## config.mk

```make
export PLATFORM = sky130hd
export DESIGN_NAME = dmem_arbiter_flat
export DESIGN_NICKNAME = d
export VERILOG_FILES = /design/src/rtl/dmem_arbiter_if.sv /design/src/rtl/dmem_arbiter.sv /design/src/flat_wrapper.sv
export SDC_FILE = /design/constraint.sdc
export NUM_CORES = 1
export LEC_CHECK = 0
export ABC_CLOCK_PERIOD_IN_PS = 1800
export BUFFER_PORTS_ARGS = -buffer_cell sky130_fd_sc_hd__buf_4
export CELL_PAD_IN_SITES_DETAIL_PLACEMENT = 0
export CELL_PAD_IN_SITES_GLOBAL_PLACEMENT = 1
export CORE_ASPECT_RATIO = 0.8
export CORE_MARGIN = 1
export CORE_UTILIZATION = 23
export DETAILED_ROUTE_END_ITERATION = 10
export PLACE_DENSITY = 0.81
export REMOVE_ABC_BUFFERS = 1
export SLEW_MARGIN = 30
export SYNTH_ARGS = -nofsm -noshare
export SYNTH_HDL_FRONTEND = slang
export SYNTH_SLANG_ARGS = --single-unit
```

## constraint.sdc

```tcl
create_clock -name clk -period 1.8 [get_ports clk]
set_input_delay 0.09 -clock clk [delete_from_list [all_inputs] [get_ports clk]]
set_output_delay 0.09 -clock clk [all_outputs]
set_load 0.01 [all_outputs]
```

## src/rtl/dmem_arbiter_if.sv

```systemverilog
// -----------------------------------------------------------------------------
// dmem_arbiter_if
// Bundles every signal that passes through the data-memory arbiter: the two
// requester handshakes, the shared read-return bus, the core stall and the
// single data_mem port.
//
//   slave  : arbiter view. It samples requests and mem_rdata, and drives the
//            grants, the read return, stall_core and the mem_* strobes.
//   master : environment view. This is the MEM stage, the DMA loader and
//            data_mem seen together, as a bench or wrapper sees them.
//
// Signals
//   req0/1, we0/1, addr0/1, wdata0/1   requester payloads
//   gnt0/1                             access performed this cycle
//   rvalid0/1, rdata                   registered read return, shared data
//   stall_core                         core request pending but not granted
//   mem_MemRead, mem_MemWrite,
//   mem_addr, mem_wdata                drive to data_mem
//   mem_rdata                          combinational read data from data_mem
// -----------------------------------------------------------------------------
interface dmem_arbiter_if #(
  parameter int DATA_W     = 32,
  parameter int DM_ADDRESS = 9
);
  logic                  req0;
  logic                  req1;
  logic                  we0;
  logic                  we1;
  logic [DM_ADDRESS-1:0] addr0;
  logic [DM_ADDRESS-1:0] addr1;
  logic [DATA_W-1:0]     wdata0;
  logic [DATA_W-1:0]     wdata1;

  logic                  gnt0;
  logic                  gnt1;
  logic                  rvalid0;
  logic                  rvalid1;
  logic [DATA_W-1:0]     rdata;
  logic                  stall_core;

  logic                  mem_MemRead;
  logic                  mem_MemWrite;
  logic [DM_ADDRESS-1:0] mem_addr;
  logic [DATA_W-1:0]     mem_wdata;
  logic [DATA_W-1:0]     mem_rdata;

  modport slave (
    input  req0, req1, we0, we1, addr0, addr1, wdata0, wdata1, mem_rdata,
    output gnt0, gnt1, rvalid0, rvalid1, rdata, stall_core,
           mem_MemRead, mem_MemWrite, mem_addr, mem_wdata
  );

  modport master (
    output req0, req1, we0, we1, addr0, addr1, wdata0, wdata1, mem_rdata,
    input  gnt0, gnt1, rvalid0, rvalid1, rdata, stall_core,
           mem_MemRead, mem_MemWrite, mem_addr, mem_wdata
  );
endinterface

```

## src/rtl/dmem_arbiter.sv

```systemverilog
// -----------------------------------------------------------------------------
// dmem_arbiter
// Shares the single data_mem port between the core load/store stage
// (requester 0) and the preload DMA (requester 1). At most one access is
// granted per cycle. The grant and the memory strobes are combinational from
// the requests and the arbitration state. Read data is captured at the edge
// that ends the granted read and returned one cycle later on a shared rdata
// bus, with a per-requester rvalid.
//
// Parameters
//   DATA_W        data width
//   DM_ADDRESS    data memory address width
//   FIXED_PRIO    1: requester 0 wins contention, with a starvation guard
//                    for requester 1
//                 0: pure round-robin
//   STARVE_LIMIT  consecutive denials of requester 1 before it is forced a
//                 grant (FIXED_PRIO=1 only), 1..15
//
// Ports
//   clk     clock
//   reset   synchronous, active-high
//   bus     dmem_arbiter_if.slave, carrying requests, grants, the read
//           return, stall_core and the data_mem port
// -----------------------------------------------------------------------------
module dmem_arbiter #(
  parameter int DATA_W       = 32,
  parameter int DM_ADDRESS   = 9,
  parameter int FIXED_PRIO   = 1,
  parameter int STARVE_LIMIT = 4
) (
  input  logic                 clk,
  input  logic                 reset,
  dmem_arbiter_if.slave        bus
);

  localparam logic [3:0] STARVE_LIM4 = STARVE_LIMIT[3:0];

  // Arbitration state
  logic              r_last;        // index of the most recent grant
  logic [3:0]        r_starve_cnt;  // consecutive denials of requester 1

  // Read-return stage
  logic              r_vld0_p1;
  logic              r_vld1_p1;
  logic [DATA_W-1:0] r_rdata_p1;

  // Grant-cycle wires
  logic              w_any;
  logic              w_both;
  logic              w_starved;
  logic              w_sel;         // 1 selects requester 1
  logic              w_gnt0;
  logic              w_gnt1;
  logic              w_we;
  logic              w_rd_gnt0;
  logic              w_rd_gnt1;
  logic [3:0]        w_starve_nxt;

  // Saturating increment of the starvation counter; it stops at the limit
  // so the forced grant stays pending until requester 1 is actually served.
  function automatic logic [3:0] sat_inc(input logic [3:0] c);
    if (c >= STARVE_LIM4) begin
      return STARVE_LIM4;
    end
    return c + 4'd1;
  endfunction

  // ---------------------------------------------------------------------------
  // p0: grant selection and memory drive (combinational)
  // ---------------------------------------------------------------------------
  always_comb begin
    w_any     = bus.req0 | bus.req1;
    w_both    = bus.req0 & bus.req1;
    w_starved = (r_starve_cnt == STARVE_LIM4);
    w_sel     = 1'b0;
    if (w_both) begin
      if (FIXED_PRIO != 0) begin
        w_sel = w_starved;
      end else begin
        // Round-robin: the requester that did not win last time.
        w_sel = ~r_last;
      end
    end else begin
      w_sel = bus.req1;
    end
    w_gnt0 = w_any & ~w_sel;
    w_gnt1 = w_any &  w_sel;
  end

  // With no request w_sel stays 0, so the address and data buses show
  // requester 0's values while both strobes are low.
  always_comb begin
    w_we              = w_sel ? bus.we1 : bus.we0;
    bus.mem_addr      = w_sel ? bus.addr1  : bus.addr0;
    bus.mem_wdata     = w_sel ? bus.wdata1 : bus.wdata0;
    bus.mem_MemWrite  = w_any &  w_we;
    bus.mem_MemRead   = w_any & ~w_we;
    w_rd_gnt0         = w_gnt0 & ~bus.we0;
    w_rd_gnt1         = w_gnt1 & ~bus.we1;
  end

  always_comb begin
    w_starve_nxt = 4'd0;
    if (bus.req1 && !w_gnt1) begin
      w_starve_nxt = sat_inc(r_starve_cnt);
    end
  end

  assign bus.gnt0       = w_gnt0;
  assign bus.gnt1       = w_gnt1;
  assign bus.stall_core = bus.req0 & ~w_gnt0;

  // ---------------------------------------------------------------------------
  // p0 -> p1: arbitration state and registered read return
  // ---------------------------------------------------------------------------
  always_ff @(posedge clk) begin
    if (reset) begin
      // last=1 so requester 0 wins the first contention in round-robin mode.
      r_last       <= 1'b1;
      r_starve_cnt <= 4'd0;
      r_vld0_p1    <= 1'b0;
      r_vld1_p1    <= 1'b0;
      r_rdata_p1   <= '0;
    end else begin
      if (w_any) begin
        r_last <= w_sel;
      end
      r_starve_cnt <= w_starve_nxt;
      r_vld0_p1    <= w_rd_gnt0;
      r_vld1_p1    <= w_rd_gnt1;
      // rdata is held between reads so a late consumer still sees it.
      if (w_rd_gnt0 || w_rd_gnt1) begin
        r_rdata_p1 <= bus.mem_rdata;
      end
    end
  end

  assign bus.rvalid0 = r_vld0_p1;
  assign bus.rvalid1 = r_vld1_p1;
  assign bus.rdata   = r_rdata_p1;

endmodule
```

## src/flat_wrapper.sv

```systemverilog
// flat-port wrapper written by rule: the top's interface ports become plain ports
module dmem_arbiter_flat 
#(
  parameter int DATA_W       = 32,
  parameter int DM_ADDRESS   = 9,
  parameter int FIXED_PRIO   = 1,
  parameter int STARVE_LIMIT = 4
)
  (clk, reset, bus_req0, bus_req1, bus_we0, bus_we1, bus_addr0, bus_addr1, bus_wdata0, bus_wdata1, bus_mem_rdata, bus_gnt0, bus_gnt1, bus_rvalid0, bus_rvalid1, bus_rdata, bus_stall_core, bus_mem_MemRead, bus_mem_MemWrite, bus_mem_addr, bus_mem_wdata);
  dmem_arbiter_if #(.DATA_W(DATA_W), .DM_ADDRESS(DM_ADDRESS)) bus_i ();
  input  logic clk;
  input  logic reset;
  input wire logic [$bits(bus_i.req0)-1:0] bus_req0;
  input wire logic [$bits(bus_i.req1)-1:0] bus_req1;
  input wire logic [$bits(bus_i.we0)-1:0] bus_we0;
  input wire logic [$bits(bus_i.we1)-1:0] bus_we1;
  input wire logic [$bits(bus_i.addr0)-1:0] bus_addr0;
  input wire logic [$bits(bus_i.addr1)-1:0] bus_addr1;
  input wire logic [$bits(bus_i.wdata0)-1:0] bus_wdata0;
  input wire logic [$bits(bus_i.wdata1)-1:0] bus_wdata1;
  input wire logic [$bits(bus_i.mem_rdata)-1:0] bus_mem_rdata;
  output wire logic [$bits(bus_i.gnt0)-1:0] bus_gnt0;
  output wire logic [$bits(bus_i.gnt1)-1:0] bus_gnt1;
  output wire logic [$bits(bus_i.rvalid0)-1:0] bus_rvalid0;
  output wire logic [$bits(bus_i.rvalid1)-1:0] bus_rvalid1;
  output wire logic [$bits(bus_i.rdata)-1:0] bus_rdata;
  output wire logic [$bits(bus_i.stall_core)-1:0] bus_stall_core;
  output wire logic [$bits(bus_i.mem_MemRead)-1:0] bus_mem_MemRead;
  output wire logic [$bits(bus_i.mem_MemWrite)-1:0] bus_mem_MemWrite;
  output wire logic [$bits(bus_i.mem_addr)-1:0] bus_mem_addr;
  output wire logic [$bits(bus_i.mem_wdata)-1:0] bus_mem_wdata;
  assign bus_i.req0 = bus_req0;
  assign bus_i.req1 = bus_req1;
  assign bus_i.we0 = bus_we0;
  assign bus_i.we1 = bus_we1;
  assign bus_i.addr0 = bus_addr0;
  assign bus_i.addr1 = bus_addr1;
  assign bus_i.wdata0 = bus_wdata0;
  assign bus_i.wdata1 = bus_wdata1;
  assign bus_i.mem_rdata = bus_mem_rdata;
  assign bus_gnt0 = bus_i.gnt0;
  assign bus_gnt1 = bus_i.gnt1;
  assign bus_rvalid0 = bus_i.rvalid0;
  assign bus_rvalid1 = bus_i.rvalid1;
  assign bus_rdata = bus_i.rdata;
  assign bus_stall_core = bus_i.stall_core;
  assign bus_mem_MemRead = bus_i.mem_MemRead;
  assign bus_mem_MemWrite = bus_i.mem_MemWrite;
  assign bus_mem_addr = bus_i.mem_addr;
  assign bus_mem_wdata = bus_i.mem_wdata;
  dmem_arbiter #(.DATA_W(DATA_W), .DM_ADDRESS(DM_ADDRESS), .FIXED_PRIO(FIXED_PRIO), .STARVE_LIMIT(STARVE_LIMIT)) u_core (.clk(clk), .reset(reset), .bus(bus_i));
endmodule
```

; After elaboration in Yosys (flattened, before gate mapping)
; Index checks and enable logic that the tools add are counted.
[classes]
mux = 8
n_reduce_logical = 4
order_cmp = 1
addsub = 1
n_eq_ne = 1
n_bitwise = 15
[ops]
columns = operator, count
row1 = 32-bit 2-to-1 mux, 1
row2 = 9-bit 2-to-1 mux, 1
row3 = 1-bit bitwise AND, 8
row4 = 4-bit 2-to-1 mux, 2
row5 = 1-bit NOT, 6
row6 = "4-bit by 1-bit adder with 4-bit output, second input constant", 1
row7 = "4-bit by 3-bit == test with 1-bit output, second input constant", 1
row8 = "4-bit by 3-bit >= comparator with 1-bit output, second input constant", 1
row9 = 1-bit 2-to-1 mux, 4
row10 = 2-bit OR reduction, 1
row11 = 1-bit logical AND, 1
row12 = 1-bit zero test, 1
row13 = 1-bit logical OR, 1
row14 = 1-bit bitwise OR, 1
[totals]
regBits = 38

; Logic depth before layout (Yosys ltp)
[depth]
depth_word = 7
depth_mapped = 8
depth_no_buf = 6

; Worst setup path before layout
; Ideal clock, no wire load.
[synth_path]
kind = flip-flop to output port
start = register u_core.r_starve_cnt[0]
end = output port bus_mem_addr[1]
stages_incl_launch_ff = 8
slack_ns = 0.126
arrival_time_ns = 1.584
required_ns = 1.710
cell_sequence = dfxtp_1 > inv_1 > ha_1 > and4b_1 > a21oi_2 > buf_4 > inv_1 > mux2_2
[synth_between]
elab_chain_len = 3
[synth_rtl]
columns = element, line
row1 = start: declaration, dmem_arbiter.sv:40  ; logic [3:0] r_starve_cnt;
row2 = start signal: assignment, dmem_arbiter.sv:128  ; r_starve_cnt <= w_starve_nxt;
row3 = 4-bit by 3-bit == test with 1-bit output, dmem_arbiter.sv:74  ; w_starved = (r_starve_cnt == STARVE_LIM4);
row4 = 1-bit 2-to-1 mux, dmem_arbiter.sv:76  ; if (w_both) begin
row5 = 9-bit 2-to-1 mux, dmem_arbiter.sv:94  ; bus.mem_addr = w_sel ? bus.addr1 : bus.addr0;
row6 = end: declaration, flat_wrapper.sv:30  ; output wire logic [$bits(bus_i.mem_addr)-1:0] bus_mem_addr;
; No other way between the ends.

; Final worst setup path
[layout_path]
start = register u_core.r_starve_cnt[1]
end = output port bus_mem_wdata[18]
[layout_between]
elab_chain_len = 3
[layout_rtl]
columns = element, line
row1 = 4-bit by 3-bit == test with 1-bit output, dmem_arbiter.sv:74
row2 = 1-bit 2-to-1 mux, dmem_arbiter.sv:76
row3 = 32-bit 2-to-1 mux, dmem_arbiter.sv:95  ; bus.mem_wdata = w_sel ? bus.wdata1 : bus.wdata0;
row4 = end: declaration, flat_wrapper.sv:31  ; output wire logic [$bits(bus_i.mem_wdata)-1:0] bus_mem_wdata;
; No other way between the ends.

==> impl_results.md <==
* Status: complete, but fails checks
* Share of layout cells above drive strength 1 at 0.639
* Post-DP Area at 0.00384 mm^2
* Final #Nets at 548
* DP HPWL at 6.13 mm
* Die area at 0.00992 mm^2
* Maximum number of pins on one net before global-route repair at 68
* Crit path DAT at 1.98 ns
* Failing checks: DRC, setup timing
* Synth Register Bits at 38
* Endpoints failing setup at 60
* Reg2reg end: u_core.bus.rdata[3]
* Worst-path fanout max at 8
* P per Cell Area at 639 mW/mm^2
* Worst Reg-to-Reg Cells at 10
* Die height at 89.3 um
* Vias per cell at 4.23
* Final instance area at 0.00446 mm^2
* R2r startpoint: u_core.r_starve_cnt[1]
* I/O pin count at 200
* Share of the synthesized area in the top cell type at 0.347
* Num CTS Buffers at 5
* Leak at 2.30 nW
* Syn Area/Cell at 10.2 um^2
* Largest cells by area after synthesis: dfxtp_1, mux2_2, nand2b_1
* Syn Inst Count at 215
* Most used DFF post-synth: dfxtp_1
* CTS sink count at 38
* Ant. Diodes at 0
* Critical Path Source Type: flop
* CTS max path bufs at 2
* Drt pass-1 iters at 7
* Worst R2R Setup Slack at -0.05 ns
* CTS tree: done
* Syn Std Cell Area at 0.00219 mm^2
* Initial core utilization at 0.239
* Reg clk slew, reported paths at 0.05 ns
* Minimum clock period at 2.07 ns
* Gp weighted congestion at 0.848
* Setup crit end: bus_mem_wdata[18]
* Area growth syn-to-layout at 103%
* Clock Latency Late Sink at 0.27 ns
* Antenna violations before repair at 0
* Gr usage total at 0.169
* Core area at 0.00915 mm^2
* Final Core Density at 0.487
* Synth cell types at 21
* First-pass GRT wire length at 12.8 mm
* Vias in the first global route at 2313
* Setup ws final at -0.272 ns
* CTS root buffer: clkbuf_16
* Worst path required time at 1.71 ns
* Sequential share of the synthesized area at 0.347
* Row cnt at 31
* Routed wire length at 8.60 mm
* Cell Count, Final, Fillers Out at 542
* Die Wd at 111 um
* Worst min path class: in2reg
* Congestion Overflow GR at 0
* Routed vias at 2290
* Fraction of registers with async set/reset at 0
* Final slew viol count at 0
* DRT antenna net count at 0
* PortBufs at 199
* Initial DRC Count at 101
* H-tree depth at 2
* Setup crit start: u_core.r_starve_cnt[1]
* Fmax at 483 MHz
* Drt wl/cell at 15.9 um
* Placed instance count at 522
* RSZ-0062 raised after global routing: yes
* Synthesis Warnings at 0
* Critical path class: reg2out
* Area leader, netlist: dfxtp_1
* Maximum vdd drop at 0.316 mV
* Endpoint class of the critical path: primary output
* Skew final at 0.00250 ns
* Final Hold Fails at 0
* Hold Crit Start: bus_we1
* DRC at 12
* Max_cap viols at 0
* Post-synth EDFFs at 0
* Fin crit share at 1.15
[synth_stat cells, types with 2 or more instances]
master	instances
nand2b_1	64
mux2_2	41
dfxtp_1	38
mux2i_1	33
clkbuf_1	7
nor2_1	6
inv_1	5
buf_2	3
buf_6	3
buf_4	2
ha_1	2
nor4_1	2
[per-stage QoR]
stage	power (mW)	TNS (ns)	hold WS [ns]	setup slack, ns
finish	2.85	-10.98	0.0265	-0.272
global route	3.00	-15.74	0.0301	-0.333
CTS	2.89	-10.41	0.0168	-0.244
detailed placement	1.73	-0.0699	0.292	-0.0372
global placement	1.72	0	0.286	0.0206
floorplan	1.24	-93.28	0.165	-1.89
[cell type report]
| cell class | count | area (um^2) |
|---|---|---|
| Inverter | 5 | 21.3 |
| Timing Repair Buffer | 219 | 1910 |
| Fill cell | 886 | 4700 |
| Sequential cell | 38 | 763 |
| Clock buffer | 7 | 133 |
| Tap cell | 115 | 144 |
| Clock inverter | 1 | 30.0 |
| Multi-Input combinational cell | 157 | 1450 |
[worst min-delay path by stage]
stage | end | depth (start not counted) | slack [ns]
global route | u_core.bus.rvalid1 | 2 | 0.03
global placement | u_core.bus.rvalid0 | 2 | 0.29
finish | u_core.bus.rvalid1 | 2 | 0.03
CTS | u_core.bus.rvalid1 | 2 | 0.02
detailed placement | u_core.bus.rvalid0 | 2 | 0.29
floorplan | u_core.bus.rvalid1 | 1 | 0.17
[flip-flops by register name, summed over array words and instances (netlist names)]
signal,flops
u_core.bus.rdata,32
u_core.bus.rvalid1,1
u_core.bus.rvalid0,1
u_core.r_starve_cnt,4
[per-layer routing]
| metal | up-vias | track usage | part of all wire |
|---|---|---|---|
| met5 | - | 0 | 0 |
| met4 | 0 | 0.0233 | 0.0034 |
| met3 | 4 | 0.0386 | 0.050 |
| met2 | 66 | 0.291 | 0.48 |
| met1 | 1078 | 0.223 | 0.46 |
| li1 | 1142 | - | - |
[critical path: stages (launching register included)]
cell     delay, ns
dfxtp_2       0.33
inv_2         0.04
ha_4          0.15
and4b_1       0.21
a21oi_4       0.15
buf_6         0.14
buf_12        0.10
buf_12        0.13
mux2_4        0.32
buf_6         0.13
[report_power, final]
| part | internal, mW | switching [mW] |
|---|---|---|
| clock | 0.655 | 0.323 |
| combinational | 0.607 | 0.341 |
| sequential | 0.895 | 0.0291 |
[repair_timing]
| action | CTS | global route |
|---|---|---|
| endpoints found under the setup margin | 44 | 76 |
| pin swaps | 2 | 0 |
| hold buffers | 1 | 0 |
| buffers inserted | 8 | 0 |
| endpoints found under the hold margin | 1 | 0 |
| cloned | 3 | 0 |
| gates resized for setup | 74 | 1 |
[placed cells by master, fill, tap and decap left out, drive strengths merged]
| cell | instances |
|---|---|
| buf | 218 |
| nand2b | 64 |
| mux2 | 41 |
| dfxtp | 38 |
| mux2i | 33 |
| clkbuf | 7 |
| nor2 | 6 |
| inv | 5 |
| nor4 | 2 |
| a21oi | 2 |
| ha | 2 |
| and4b | 1 |
| o32a | 1 |
| and2 | 1 |
| nor3b | 1 |
| nand3b | 1 |
| nor4b | 1 |
| bufinv | 1 |
| dlygate4sd3 | 1 |
| conb | 1 |
[logic make-up after synthesis]
group | Yosys count | synth area share
other cells | 1 | 0.00171
mux | 74 | 0.362
flops | 38 | 0.347
fa+ha+maj | 2 | 0.0114
buf+inv | 20 | 0.0497
compound gates | 3 | 0.0109
simple gates | 77 | 0.217
Note: power is estimated with default switching activity, not from simulation.
